File: config.mk
export PLATFORM = sky130hd
export DESIGN_NAME = start_ready_ctrl_flat
export DESIGN_NICKNAME = d
export VERILOG_FILES = /design/src/rtl/start_ready_ctrl_pkg.sv /design/src/rtl/start_ready_ctrl_if.sv /design/src/rtl/start_ready_ctrl_rise_detect.sv /design/src/rtl/start_ready_ctrl.sv /design/src/flat_wrapper.sv
export SDC_FILE = /design/constraint.sdc
export NUM_CORES = 1
export LEC_CHECK = 0
export CORE_UTILIZATION = 54
export DETAILED_ROUTE_END_ITERATION = 12
export PLACE_DENSITY = 0.86
export SYNTH_ARGS = -nofsm -noshare
export SYNTH_HDL_FRONTEND = slang
export SYNTH_SLANG_ARGS = --single-unit
export TNS_END_PERCENT = 5
File: constraint.sdc
create_clock -name clk -period 3.5 [get_ports clk]
set_clock_uncertainty 0.15 [all_clocks]
set_input_delay 0.525 -clock clk [delete_from_list [all_inputs] [get_ports clk]]
set_output_delay 0.525 -clock clk [all_outputs]
set_load 0.05 [all_outputs]
File: src/rtl/start_ready_ctrl_pkg.sv
// Shared types and defaults for the start/ready handshake controller.
// Holds the controller state encoding, default sizing and the counter-width helper.
package start_ready_pkg;

    typedef enum logic [2:0] {
        IDLE,
        WAIT,
        RDY,
        PROC,
        RESP
    } state_t;

    localparam int DEF_DATA_W        = 3;
    localparam int DEF_START_LAT     = 3;
    localparam int DEF_OP_CYCLES     = 2;
    localparam int DEF_READY_TIMEOUT = 8;

    // One counter is shared by the wait, processing and ready-timeout phases.
    function automatic int cnt_width(input int a, input int b, input int c);
        int m;
        m = a;
        if (b > m) m = b;
        if (c > m) m = c;
        return (m < 2) ? 1 : $clog2(m + 1);
    endfunction

    localparam int CNT_W = cnt_width(DEF_START_LAT, DEF_OP_CYCLES, DEF_READY_TIMEOUT);

endpackage

File: src/rtl/start_ready_ctrl_if.sv
// Handshake bundle between the upstream driver (master) and start_ready_ctrl (slave).
interface start_ready_ctrl_if import start_ready_pkg::*; #(
    parameter int DATA_W = DEF_DATA_W
);

    logic              start;
    logic              enable;
    logic              valid;
    logic [DATA_W-1:0] data_in;
    logic              write;
    logic              lock;
    logic              unlock;
    logic              ready;
    logic              ack;
    logic [DATA_W-1:0] data_out;
    logic              d_valid;
    logic              done;
    logic              error;
    logic              busy;

    modport master (
        output start, enable, valid, data_in, write, lock, unlock,
        input  ready, ack, data_out, d_valid, done, error, busy
    );

    modport slave (
        input  start, enable, valid, data_in, write, lock, unlock,
        output ready, ack, data_out, d_valid, done, error, busy
    );

endinterface

File: src/rtl/start_ready_ctrl_rise_detect.sv
// Registered rising-edge detector: rise is high while sig is 1 and was 0 at the previous edge.
module rise_detect (
    input  logic clk,
    input  logic rst,
    input  logic sig,
    output logic rise
);

    logic sig_q;

    always_ff @(posedge clk or posedge rst) begin
        if (rst) sig_q <= 1'b0;
        else     sig_q <= sig;
    end

    assign rise = sig & ~sig_q;

endmodule

File: src/rtl/start_ready_ctrl.sv
// Start/ready/ack/done transaction controller with lock/error status.
// Optional ready timeout is enabled by defining START_READY_TIMEOUT_EN.
module start_ready_ctrl import start_ready_pkg::*; #(
    parameter int DATA_W        = DEF_DATA_W,
    parameter int START_LAT     = DEF_START_LAT,
    parameter int OP_CYCLES     = DEF_OP_CYCLES,
    parameter int READY_TIMEOUT = DEF_READY_TIMEOUT
) (
    input logic               clk,
    input logic               rst,
    start_ready_ctrl_if.slave bus
);

    localparam int CW = cnt_width(START_LAT, OP_CYCLES, READY_TIMEOUT);
    localparam logic [CW-1:0] WAIT_LAST = CW'(START_LAT - 2);
    localparam logic [CW-1:0] PROC_LAST = CW'(OP_CYCLES - 1);
`ifdef START_READY_TIMEOUT_EN
    localparam logic [CW-1:0] RDY_LAST  = CW'(READY_TIMEOUT - 1);
`endif

    state_t            state;
    logic [CW-1:0]     cnt;
    logic              lock_r;
    logic [DATA_W-1:0] cap_data;
    logic              cap_write;
    logic [DATA_W-1:0] stored;
    logic              rise;
    logic              xfer;
    logic              lock_clash;
    logic              start_err;
    logic              timeout;

    rise_detect u_start_rise (
        .clk  (clk),
        .rst  (rst),
        .sig  (bus.start),
        .rise (rise)
    );

    // A rise while busy or locked is rejected; all error sources merge into one pulse.
    always_comb begin
        xfer       = (state == RDY) & bus.valid & bus.ready;
        lock_clash = bus.lock & bus.unlock;
        start_err  = rise & ((state != IDLE) | lock_r);
`ifdef START_READY_TIMEOUT_EN
        timeout    = (state == RDY) & ~xfer & (cnt == RDY_LAST);
`else
        timeout    = 1'b0;
`endif
    end

    assign bus.busy = (state != IDLE);

    always_ff @(posedge clk or posedge rst) begin
        if (rst) begin
            state        <= IDLE;
            cnt          <= '0;
            lock_r       <= 1'b0;
            cap_data     <= '0;
            cap_write    <= 1'b0;
            stored       <= '0;
            bus.ready    <= 1'b0;
            bus.ack      <= 1'b0;
            bus.data_out <= '0;
            bus.d_valid  <= 1'b0;
            bus.done     <= 1'b0;
            bus.error    <= 1'b0;
        end else begin
            bus.ack     <= 1'b0;
            bus.d_valid <= 1'b0;
            bus.done    <= 1'b0;
            bus.error   <= start_err | lock_clash | timeout;

            if (bus.lock & ~bus.unlock)      lock_r <= 1'b1;
            else if (bus.unlock & ~bus.lock) lock_r <= 1'b0;

            case (state)
                IDLE: begin
                    if (rise & ~lock_r) begin
                        state <= WAIT;
                        cnt   <= '0;
                    end
                end
                // Ready is raised on the edge that ends the wait, so it lands START_LAT edges after the rise.
                WAIT: begin
                    if (bus.enable) begin
                        if (cnt == WAIT_LAST) begin
                            state     <= RDY;
                            cnt       <= '0;
                            bus.ready <= 1'b1;
                        end else begin
                            cnt <= cnt + CW'(1);
                        end
                    end
                end
                RDY: begin
                    if (xfer) begin
                        cap_data  <= bus.data_in;
                        cap_write <= bus.write;
                        bus.ready <= 1'b0;
                        bus.ack   <= 1'b1;
                        state     <= PROC;
                        cnt       <= '0;
                    end
`ifdef START_READY_TIMEOUT_EN
                    else if (timeout) begin
                        bus.ready <= 1'b0;
                        state     <= IDLE;
                        cnt       <= '0;
                    end else begin
                        cnt <= cnt + CW'(1);
                    end
`endif
                end
                // The result is registered on entry to RESP so d_valid/done coincide with that state.
                PROC: begin
                    if (bus.enable) begin
                        if (cnt == PROC_LAST) begin
                            state       <= RESP;
                            cnt         <= '0;
                            bus.d_valid <= 1'b1;
                            bus.done    <= 1'b1;
                            if (cap_write) begin
                                bus.data_out <= cap_data + DATA_W'(1);
                                stored       <= cap_data;
                            end else begin
                                bus.data_out <= stored;
                            end
                        end else begin
                            cnt <= cnt + CW'(1);
                        end
                    end
                end
                RESP: state <= IDLE;
                default: state <= IDLE;
            endcase
        end
    end

endmodule

File: src/flat_wrapper.sv
// flat-port wrapper written by rule: the top's interface ports become plain ports
module start_ready_ctrl_flat import start_ready_pkg::*;
#(
    parameter int DATA_W        = DEF_DATA_W,
    parameter int START_LAT     = DEF_START_LAT,
    parameter int OP_CYCLES     = DEF_OP_CYCLES,
    parameter int READY_TIMEOUT = DEF_READY_TIMEOUT
)
  (clk, rst, bus_start, bus_enable, bus_valid, bus_data_in, bus_write, bus_lock, bus_unlock, bus_ready, bus_ack, bus_data_out, bus_d_valid, bus_done, bus_error, bus_busy);
  start_ready_ctrl_if #(.DATA_W(DATA_W)) bus_i ();
  input logic clk;
  input logic rst;
  input wire logic [$bits(bus_i.start)-1:0] bus_start;
  input wire logic [$bits(bus_i.enable)-1:0] bus_enable;
  input wire logic [$bits(bus_i.valid)-1:0] bus_valid;
  input wire logic [$bits(bus_i.data_in)-1:0] bus_data_in;
  input wire logic [$bits(bus_i.write)-1:0] bus_write;
  input wire logic [$bits(bus_i.lock)-1:0] bus_lock;
  input wire logic [$bits(bus_i.unlock)-1:0] bus_unlock;
  output wire logic [$bits(bus_i.ready)-1:0] bus_ready;
  output wire logic [$bits(bus_i.ack)-1:0] bus_ack;
  output wire logic [$bits(bus_i.data_out)-1:0] bus_data_out;
  output wire logic [$bits(bus_i.d_valid)-1:0] bus_d_valid;
  output wire logic [$bits(bus_i.done)-1:0] bus_done;
  output wire logic [$bits(bus_i.error)-1:0] bus_error;
  output wire logic [$bits(bus_i.busy)-1:0] bus_busy;
  assign bus_i.start = bus_start;
  assign bus_i.enable = bus_enable;
  assign bus_i.valid = bus_valid;
  assign bus_i.data_in = bus_data_in;
  assign bus_i.write = bus_write;
  assign bus_i.lock = bus_lock;
  assign bus_i.unlock = bus_unlock;
  assign bus_ready = bus_i.ready;
  assign bus_ack = bus_i.ack;
  assign bus_data_out = bus_i.data_out;
  assign bus_d_valid = bus_i.d_valid;
  assign bus_done = bus_i.done;
  assign bus_error = bus_i.error;
  assign bus_busy = bus_i.busy;
  start_ready_ctrl #(.DATA_W(DATA_W), .START_LAT(START_LAT), .OP_CYCLES(OP_CYCLES), .READY_TIMEOUT(READY_TIMEOUT)) u_core (.clk(clk), .rst(rst), .bus(bus_i));
endmodule
== Yosys cells after proc, flatten, opt, wreduce, memory -nomap -nowiden ==
Cells that the tools add are included.
Storage, ports and cells
  output and inout bits: 9
  word-level logic and storage cells: 75
  input port bits: 11
  register bits: 23
Operators by class
  eq/ne operators: 11
  reduce and logical (&&, ||, !) cells: 12
  mux-type cells: 24
  add/sub/neg operators: 2
  bitwise gates (word level): 14
Operators with widths (count)
  $mux 3: 7
  $mux 4: 4
  $pmux 3 s4: 1
  $pmux 4 s3: 1
  $reduce_and 4->1: 3
  $mux 1: 10
  $ne 2x1->1 const B: 5
  $and 1x1->1: 8
  $eq 3x2->1 const B: 2
  $reduce_and 6->1: 1
  $reduce_bool 3->1: 2
  $add 4x1->4 const B: 1
  $eq 4x1->1 const B: 1
  $ne 2x2->1 const B: 2
  $not 1->1: 4
  $reduce_bool 2->1: 2
  $add 3x1->3 const B: 1
  $eq 3x1->1 const B: 1
  $logic_not 3->1: 1
  $reduce_and 3->1: 1
  $or 1x1->1: 2
  $pmux 1 s2: 1
  $reduce_and 2->1: 1
  $reduce_or 2->1: 1

== Longest topological paths before layout ==
Gate-level depths: netlist of the first run.
  word-level depth: 5
  mapped depth: 7
  mapped depth without buffers: 7

== Hierarchy ==
A second synthesis of the first run with hierarchy kept.
Second synthesis, totals
  cells, all modules: 95
  area total of the unflattened synthesis: 1141.1 um2
Modules (own cells, without submodules)
  start_ready_ctrl: area each 1098.6 um2, cells an instance 92, times used 1
  rise_detect: area each 42.5 um2, cells an instance 3, times used 1

== Worst setup path before layout of the first run ==
No wires, ideal clock.
  kind: in2reg
  from: in bus_start
  to: reg u_core.cnt[1]
  setup slack: 1696 ps
  path buffers: 0
  setup time: 125 ps
  arrival: 1529 ps
  cell stages on the path: 4
  cell sequence: or4b_1 > o211ai_2 > o21ai_2 > mux2_4
Between the ends
  longest elaborated chain between the ends: 4
Ends and longest elaborated chain
  start, declared: RTL line flat_wrapper.sv:13  | input wire logic [$bits(bus_i.start)-1:0] bus_start;
  $and 1x1->1: RTL line start_ready_ctrl_rise_detect.sv:16  | assign rise = sig & ~sig_q;
  $and 1x1->1: RTL line start_ready_ctrl.sv:79  | if (rise & ~lock_r) begin
  $ne 2x1->1 (no line)
  $reduce_and 4->1 (no line)
  end signal, assigned: RTL line start_ready_ctrl.sv:92  | cnt <= cnt + CW'(1);
  end signal, assigned: RTL line start_ready_ctrl.sv:130  | cnt <= cnt + CW'(1);
  end, declared: RTL line start_ready_ctrl.sv:22  | logic [CW-1:0] cnt;
No other way between the ends.
A chain may end at the register's enable or synchronous reset.

== Final worst setup path of the first run ==
  from: reg u_core.state[0]
  to: out bus_busy
Between the ends
  longest elaborated chain between the ends: 1
Ends and longest elaborated chain
  start, declared: RTL line start_ready_ctrl.sv:21  | state_t state;
  start signal, assigned: RTL line start_ready_ctrl.sv:56  | state <= IDLE;
  start signal, assigned: RTL line start_ready_ctrl.sv:80  | state <= WAIT;
  start signal, assigned: RTL line start_ready_ctrl.sv:88  | state <= RDY;
  $reduce_bool 3->1: RTL line start_ready_ctrl.sv:52  | assign bus.busy = (state != IDLE);
  end, declared: RTL line flat_wrapper.sv:26  | output wire logic [$bits(bus_i.busy)-1:0] bus_busy;
No other way between the ends.

==> results.toml, run 1 <==
[yosys]
ys_types = 29
ys_seq_elements = 23
ys.warnings.count = 0
synth.area.mux_share_pct = 10.8
synth_area_mm2 = 0.00107
syn-num-nets = 109
synth_fa_ha_area_share_pct = 5.86
synth-compound-area-share_pct = 9.50
synth_top_family_by_area = "simple AND/OR/NAND/NOR gates"
synthSimpleGateAreaFrac_pct = 15.1
synth_xor_area_share_pct = 1.64
syn_avg_cell_area_um2 = 11.5
yosysSeqAreaShare_pct = 53.9
syn-instance-count = 93

[floorplanning]
fp.dieH_um = 46.5
start_util_pct = 59.9
rows = 15
die_area_mm2 = 0.00216
ios = 20
core_area_mm2 = 0.00178
dieWidth_um = 46.5

[worst_setup_path]
path_cells = "inv_1 > nand2_1 > clkdlybuf4s50_1"
max_stage_delay_ps = 800
cp.required_ps = 2820
cp_top_family = "buffers and inverters"
crit_arrival_ps = 1760
cp_slowest_cell = "clkdlybuf4s50_1"
r2r-start = "u_core.cnt[0]"
rr_endpoint = "u_core.stored[1]"
critPathMaxFanout = 6
path_class = "register to output port"
reg2reg_depth = 6
start_kind = "register"
end_kind = "output port"
critPathBufInv = 2
rrSetupSlack_ps = 1500

[clocking]
cts_tree = "done"
clockRootBuffer = "clkbuf_4"
post_cts_buffers = 0
clock_sinks = 23
cts_resized = 0
cts_buffer_depth = 2
clock_latency_ps = 300
numCtsBuffers = 3
hold_buffers = 0
clk_pin_slew_ps = 130
htree_levels = 1

[drt]
ant_nets = 0
wirelength_um = 1770
wl_per_cell_um = 12.6
viasPerCell = 5.24
drt_first_iter_violations = 14
drc_errors = 0
vias = 734
firstDrtPassIters = 4

[global_route]
grt_use_met3_pct = 2.35
grt_pass1_wl_um = 2960
overflow = 0
grt_max_degree = 24
antenna_found_initial = 0
grt_use_met2_pct = 38.1
grt_pass1_vias = 739
gr-usage-met1_pct = 21.8
grt_util_all_layers_pct = 19.6
busiest_layer = "met2"

[placed_design]
dp.cells = 136
hpwl_um = 1370
place_congestion = 0.714
portBuffers = 19
dpl_worst_slack_ps = 1090

[timing]
hold_violations = 0
setup_ws_ps = 1070
slew_headroom_pct = 42.9
final_max_slew_viol_count = 0
period_needed_ps = 2430
setup_violations = 0
period_share_pct = 69.5
max_freq_mhz = 411
setup_tns_ps = 0
rsz0062_at_grt = "no"
tightest_slew_ps = 855

[power_and_ir_drop]
ir_drop_v = 0.000338
p_leak_uw = 0.000630
power_density_mw_per_mm2 = 557

[run_status]
outcome = "finished clean"

[worst_hold_path]
holdPathEnd = "u_core.bus.data_out[2]"
hold_start = "u_core.bus.data_out[2]"
whs_path_depth = 2
hold_path_class = "register to register"

[finish]
fin_cells = 140
multi_input_area_um2 = 458
diodes = 0
drive_above_1_share_pct = 17.4
nFillCells = 134
final_core_util_pct = 73.4
layout.nets = 132
layout_commonest_cell = "dfrtp_1"
seqCellArea_um2 = 576
final_cell_mix = "23 x dfrtp_1, 19 x clkdlybuf4s50_1, 11 x nand2_1"
area_growth_pct = 22.6

[flow_run]
cap_violations = 0
[kinds of logic (layout without fill, tap and decap cells)]
logic type	after synthesis	count (layout)
buffers and inverters	8	30
xor gates and xnor gates	2	2
adders and majority gates	5	5
DFF	23	23
AOI/OAI and AO/OA	15	15
muxes	10	10
and+or+nand+nor	30	30
[tightest hold or removal path: stages, from the launching register on]
cell     delay, ps
dfrtp_1        370
nand2_1         50
o21ai_0         60
[worst max-delay path by stage]
stage / from / endpoint / depth (start not counted)
5_1_grt: u_core.state[0] / bus_busy / 3
6_report: u_core.state[0] / bus_busy / 3
3_3_place_gp: bus_start / u_core.cnt[1] / 5
3_5_place_dp: bus_enable / u_core.stored[1] / 6
4_1_cts: u_core.state[0] / bus_busy / 3
2_1_floorplan: bus_start / u_core.cnt[1] / 4
[final cells by class]
type	count	share of cell area [%]
timing repair buffer	19	14.5
clock buffer	3	1.72
clock inverter	1	0.382
multi-input combinational	62	35.0
tap	25	2.39
inverter	7	2.01
sequential	23	44.0
[registers in the layout, indices dropped and copies added, names as in the netlist]
name,flops
u_core.cap_write,1
u_core.stored,3
u_core.bus.ack,1
u_core.bus.data_out,3
u_core.u_start_rise.sig_q,1
u_core.bus.error,1
u_core.state,3
u_core.cnt,4
u_core.bus.ready,1
u_core.cap_data,3
u_core.lock_r,1
u_core.bus.d_valid,1
[synthesized netlist by cell type]
cell type / instances / area [um^2]
a21o_1: 3 / 22.5
a21oi_1: 3 / 15.0
a31o_2: 1 / 8.76
and2_1: 1 / 6.26
and4bb_2: 1 / 12.5
buf_4: 1 / 7.51
dfrtp_1: 23 / 576
ha_1: 5 / 62.6
inv_1: 7 / 26.3
mux2_2: 8 / 90.1
mux2_4: 1 / 15.0
mux2i_1: 1 / 10.0
nand2_1: 11 / 41.3
nand2b_1: 1 / 6.26
nand3_1: 2 / 10.0
nand4b_1: 1 / 8.76
nor2_1: 5 / 18.8
nor2b_1: 1 / 6.26
nor3_1: 1 / 5.00
nor3b_1: 2 / 15.0
o211ai_2: 1 / 12.5
o21ai_0: 5 / 25.0
o21ai_2: 1 / 8.76
o221ai_1: 1 / 8.76
or2_2: 2 / 12.5
or3b_2: 1 / 8.76
or4b_1: 1 / 10.0
xnor2_1: 1 / 8.76
xor2_1: 1 / 8.76
[stage by stage]
step / area (um^2) / hold WS, ps / total power (uW)
2_1_floorplan: 1070 / 317 / 543
3_3_place_gp: 1280 / 331 / 608
3_5_place_dp: 1280 / 329 / 617
4_1_cts: 1310 / 358 / 737
5_1_grt: 1310 / 379 / 775
6_report: 1310 / 354 / 730
[report_power, final]
| group | internal [uW] | leakage (uW) | switching (uW) |
|---|---|---|---|
| clock network | 42.5 | 0.0000177 | 75.6 |
| logic | 121 | 0.000313 | 127 |
| registers | 311 | 0.000299 | 53.4 |
| total | 474 | 0.000630 | 256 |
[metal layers]
metal	routed length (um)	vias up	part of all wire, %
met4	12	0	0.68
met2	962	9	54
met3	34	2	1.9
met1	759	356	43
li1	-	367	-
met5	0	-	0
Note: power is estimated with default switching activity, not from simulation.
==> inputs of run 2 (changes only) <==
--- a/config.mk
+++ b/config.mk
@@ -5,9 +5,9 @@
 export SDC_FILE = /design/constraint.sdc
 export NUM_CORES = 1
 export LEC_CHECK = 0
-export CORE_UTILIZATION = 54
+export CORE_UTILIZATION = 45
 export DETAILED_ROUTE_END_ITERATION = 12
-export PLACE_DENSITY = 0.86
+export PLACE_DENSITY = 0.77
 export SYNTH_ARGS = -nofsm -noshare
 export SYNTH_HDL_FRONTEND = slang
 export SYNTH_SLANG_ARGS = --single-unit
==> constraint.sdc (replaced) <==
create_clock -name clk -period 2.05 [get_ports clk]
set_clock_uncertainty 0.15 [all_clocks]
set_input_delay 0.3075 -clock clk [delete_from_list [all_inputs] [get_ports clk]]
set_output_delay 0.3075 -clock clk [all_outputs]
set_load 0.05 [all_outputs]
==> results.toml, run 2 (synthesis gave the netlist of run 1 again) <==
[timing]
setup_violations = 0
period_needed_ps = 2000
final_max_slew_viol_count = 0
setup_ws_ps = 50.6
hold_violations = 0
period_share_pct = 97.5
tightest_slew_ps = 495
max_freq_mhz = 500
slew_headroom_pct = 66.9
rsz0062_at_grt = "no"
setup_tns_ps = 0

[global_route]
grt_util_all_layers_pct = 17.8
grt_max_degree = 24
grt_pass1_wl_um = 3330
overflow = 0
grt_pass1_vias = 769
antenna_found_initial = 0

[worst_setup_path]
path_cells = "clkdlybuf4s50_1"
rrSetupSlack_ps = 160
rr_endpoint = "u_core.cnt[1]"
crit_arrival_ps = 1540
reg2reg_depth = 4
cp_slowest_cell = "clkdlybuf4s50_1"
path_class = "register to output port"
cp_top_family = "buffers and inverters"
critPathMaxFanout = 4
max_stage_delay_ps = 810
critPathBufInv = 1
cp.required_ps = 1590
start_kind = "register"
end_kind = "output port"
r2r-start = "u_core.state[1]"

[floorplanning]
die_area_mm2 = 0.00257
dieWidth_um = 50.7
core_area_mm2 = 0.00223
rows = 17
start_util_pct = 47.8
fp.dieH_um = 50.7
ios = 20

[power_and_ir_drop]
p_leak_uw = 0.000651
p_comb_share_pct = 33.7
seqPwrFrac_pct = 49.6
power.share.clock_pct = 16.7
power_uw = 1250
power_density_mw_per_mm2 = 931
intPower_uw = 813
switching_share_pct = 35.1
ir_drop_v = 0.000681
p_switching_uw = 440

[placed_design]
dpl_worst_slack_ps = -97.1
hpwl_um = 1410
dp.cells = 144
portBuffers = 19
place_congestion = 0.779

[drt]
drc_errors = 0
wl_met1_um = 817
ant_nets = 0
vias = 755
wirelength_um = 1840
wl_met2_um = 935
drt_first_iter_violations = 4
firstDrtPassIters = 4
wl_met3_um = 39
viasPerCell = 5.10
wl_per_cell_um = 12.4
top_layer = "met4"

[finish]
layout.nets = 137
largest_reg_flops = 4
multi_input_area_um2 = 458
fin_cells = 148
final_core_util_pct = 60.3
final_cell_mix = "23 x dfrtp_1, 18 x clkdlybuf4s50_1, 11 x nand2_1"
area_growth_pct = 26.1
drive_above_1_share_pct = 20.8
diodes = 0
nFillCells = 205
top_register = "u_core.cnt"
layout_commonest_cell = "dfrtp_1"
seqCellArea_um2 = 576

[clocking]
post_cts_buffers = 0
numCtsBuffers = 3
cts_tree = "done"
cts_buffer_depth = 2
htree_levels = 1
clockRootBuffer = "clkbuf_4"
clock_latency_ps = 310
clock_sinks = 23
clk_pin_slew_ps = 120
cts_resized = 0
hold_buffers = 0

[run_status]
outcome = "finished clean"

[flow_run]
cap_violations = 0

[worst_hold_path]
hold_path_class = "input port to asynchronous set/reset pin"
==> run 2: cell count changes in the layout (fill, tap and decap cells not counted), sizes merged <==
| cell | delta |
|---|---|
| buf | +6 |
| clkbuf | +1 |
| clkdlybuf4s50 | -1 |
| clkinv | -1 |
==> run 2: power groups by stage <==
stage	registers (uW)	logic (uW)	clock network, uW
6_report	621	423	209
5_1_grt	636	466	227
4_1_cts	620	429	217
3_5_place_dp	630	425	0
3_3_place_gp	622	413	0
2_1_floorplan	650	278	0
==> run 2: final cells by class <==
cell class	instances	share of cell area, %
Multi-Input combinational cell	62	34.0
Clock buffer	4	1.95
Inverter	7	1.95
Tap cell	28	2.60
Timing Repair Buffer	24	16.7
Sequential cell	23	42.8
==> run 2: per-stage QoR <==
| stage | hold slack [ps] | area, um^2 |
|---|---|---|
| global placement | 316 | 1320 |
| floorplan | 159 | 1070 |
| finish | 160 | 1350 |
| global route | 206 | 1350 |
| detailed placement | 323 | 1320 |
| CTS | 166 | 1350 |
==> run 2: worst max-delay path by stage <==
stage	startpoint	end	slack, ps	cells past startpoint
6_report	u_core.bus.ready	bus_ready	50	1
5_1_grt	u_core.bus.ready	bus_ready	5	1
4_1_cts	u_core.bus.ready	bus_ready	50	1
3_5_place_dp	bus_start	u_core.cnt[1]	-100	5
3_3_place_gp	bus_start	u_core.cnt[1]	-50	5
2_1_floorplan	u_core.cnt[0]	u_core.stored[0]	260	6
==> run 2: layer usage <==
layer / vias up / GRT usage [%]
met2: 10 / 31.8
met4: 0 / 9.72
met5: - / 0
li1: 375 / -
met3: 5 / 1.82
met1: 365 / 20.7
==> run 2: tightest hold or removal path: cells and delay by family <==
family,cells,cell delay [ps]
buffers and inverters,3,720
==> inputs of run 3 (changes only) <==
--- a/config.mk
+++ b/config.mk
@@ -5,10 +5,11 @@
 export SDC_FILE = /design/constraint.sdc
 export NUM_CORES = 1
 export LEC_CHECK = 0
-export CORE_UTILIZATION = 45
+export CORE_UTILIZATION = 46
 export DETAILED_ROUTE_END_ITERATION = 12
-export PLACE_DENSITY = 0.77
+export PLACE_DENSITY = 0.78
 export SYNTH_ARGS = -nofsm -noshare
 export SYNTH_HDL_FRONTEND = slang
+export SYNTH_HIERARCHICAL = 1
 export SYNTH_SLANG_ARGS = --single-unit
 export TNS_END_PERCENT = 5
==> results.toml, run 3 <==
[yosys]
netlist.area_leader.share_pct = 50.4
syn_avg_cell_area_um2 = 12.0
synthArstFlopShare_pct = 100
ys_seq_elements = 23
synth_top_cells_by_count = "23 x dfrtp_1, 10 x mux2_2, 7 x inv_1, 6 x a21oi_1"
ys.warnings.count = 6
synth_edf_count = 0
syn-num-nets = 111
yosysMostFrequentCell = "dfrtp_1"
synthFlopType = "dfrtp_1"
synth_area_mm2 = 0.00114
synth_area_leaders = "dfrtp_1 50%, mux2_2 9.9%, ha_1 5.5%, a21oi_1 2.6%, mux2_4 2.6%"
ys_types = 36
synth_largest_area_cell = "dfrtp_1"
syn-instance-count = 95
yosysSeqAreaShare_pct = 50.4

[global_route]
overflow = 0
grt_util_all_layers_pct = 18.1
grt_max_degree = 23
antenna_found_initial = 0
grt_pass1_wl_um = 3380
grt_pass1_vias = 738

[worst_setup_path]
end_kind = "output port"
path_cells = "clkdlybuf4s50_1"
path_class = "register to output port"
max_stage_delay_ps = 810
reg2reg_depth = 3
crit_arrival_ps = 1510
cp.required_ps = 1590
cp_slowest_cell = "clkdlybuf4s50_1"
cp_top_family = "buffers and inverters"
start_kind = "register"
r2r-start = "u_core/state[1]"
critPathBufInv = 1
critPathMaxFanout = 3
rrSetupSlack_ps = 370
rr_endpoint = "u_core/cnt[1]"

[floorplanning]
ios = 20
core_area_mm2 = 0.00228
die_area_mm2 = 0.00268
dieWidth_um = 51.8
rows = 17
fp.dieH_um = 51.8
start_util_pct = 50.1

[finish]
seqCellArea_um2 = 576
diodes = 0
nFillCells = 194
drive_above_1_share_pct = 22.4
layout.nets = 133
largest_reg_flops = 4
top_register = "u_core/cnt"
multi_input_area_um2 = 500
area_growth_pct = 20.7
final_cell_mix = "23 x dfrtp_1, 18 x clkdlybuf4s50_1, 10 x mux2_2"
layout_commonest_cell = "dfrtp_1"
fin_area_mm2 = 0.00138

[power_and_ir_drop]
power_density_mw_per_mm2 = 526
ir_drop_v = 0.000386
p_leak_uw = 0.000678

[timing]
period_share_pct = 95.9
slew_headroom_pct = 66.1
hold_violations = 0
rsz0062_at_grt = "no"
max_freq_mhz = 509
setup_violations = 0
period_needed_ps = 1970
tightest_slew_ps = 507
setup_tns_ps = 0
final_max_slew_viol_count = 0

[clocking]
post_cts_buffers = 0
cts_tree = "done"
clock_latency_ps = 310
hold_buffers = 1
htree_levels = 1
clock_sinks = 23
cts_resized = 0
cts_buffer_depth = 2
clockRootBuffer = "clkbuf_4"
clk_pin_slew_ps = 120
numCtsBuffers = 3

[placed_design]
place_area_mm2 = 0.00134
place_congestion = 0.726
portBuffers = 19
hpwl_um = 1430

[drt]
wl_per_cell_um = 13.4
viasPerCell = 5.32
vias = 766
drt_first_iter_violations = 3
firstDrtPassIters = 2
wirelength_um = 1930
ant_nets = 0
drc_errors = 0

[worst_hold_path]
hold_start = "bus_start"
holdPathEnd = "u_core/u_start_rise/sig_q"
whs_path_depth = 1
hold_path_class = "input port to register"

[flow_run]
cap_violations = 0

[run_status]
outcome = "finished clean"
run 3: cell types whose count changed after synthesis, sizes merged, moves of 2 or more:
cell    before  now
and3         0    2
a22o         0    2
o21ai        6    1
a21oi        3    6
mux2         9   12
nand2       11    2
buf          1    4
a21o         3    1
or2          2    0
nand2b       1    3
run 3: area by class of cell:
cell class | count | area share, %
sequential | 23 | 41.8
multi-input combinational | 60 | 36.3
clock buffer | 3 | 1.63
tap | 28 | 2.54
clock inverter | 1 | 0.363
inverter | 7 | 1.91
timing repair buffer | 22 | 15.4
run 3: report_power, final:
group          internal [uW]  total, uW  switching (uW)  leakage (uW)
clock network           73.1        211             137     0.0000177
registers                459        462            3.17      0.000311
logic                   29.3       52.7            23.4      0.000350
total                    561        725             164      0.000678
run 3: worst max-delay path by stage:
stage,from,endpoint,cells after the start
2_1_floorplan,u_core/bus.ready,u_core/cnt[1],3
3_3_place_gp,bus_start,u_core/cnt[2],5
3_5_place_dp,bus_start,u_core/cnt[1],5
4_1_cts,u_core/bus.error,bus_error,1
5_1_grt,u_core/bus.ready,bus_ready,1
6_report,u_core/bus.ready,bus_ready,1
run 3: stage by stage:
step / utilization [%] / setup slack [ps] / hold slack, ps / power, uW / std cells
6_report: 60.5 / 84.0 / 324 / 725 / 144
2_1_floorplan: - / 295 / -114 / 492 / 95
4_1_cts: 60.5 / 73.4 / 303 / 735 / 144
5_1_grt: 60.5 / 17.5 / 301 / 762 / 144
3_3_place_gp: 58.9 / 100 / 322 / 520 / 139
3_5_place_dp: 58.9 / 25.7 / 341 / 523 / 139
run 3: logic make-up (layout without fill, tap and decap cells):
family	Yosys count	in the layout	synth area share, %
AOI/OAI and AO/OA	14	14	9.21
xor gates and xnor gates	1	1	0.768
adders and majority gates	5	5	5.48
buffers and inverters	12	33	5.70
DFF	23	23	50.4
muxes	13	13	13.4
and+or+nand+nor	27	27	15.0
run 3: metal layers:
layer  wire [um]  GRT usage (%)
met5           0              0
met4          46           10.8
met3          52           3.51
met2         939           28.4
met1         891           23.2
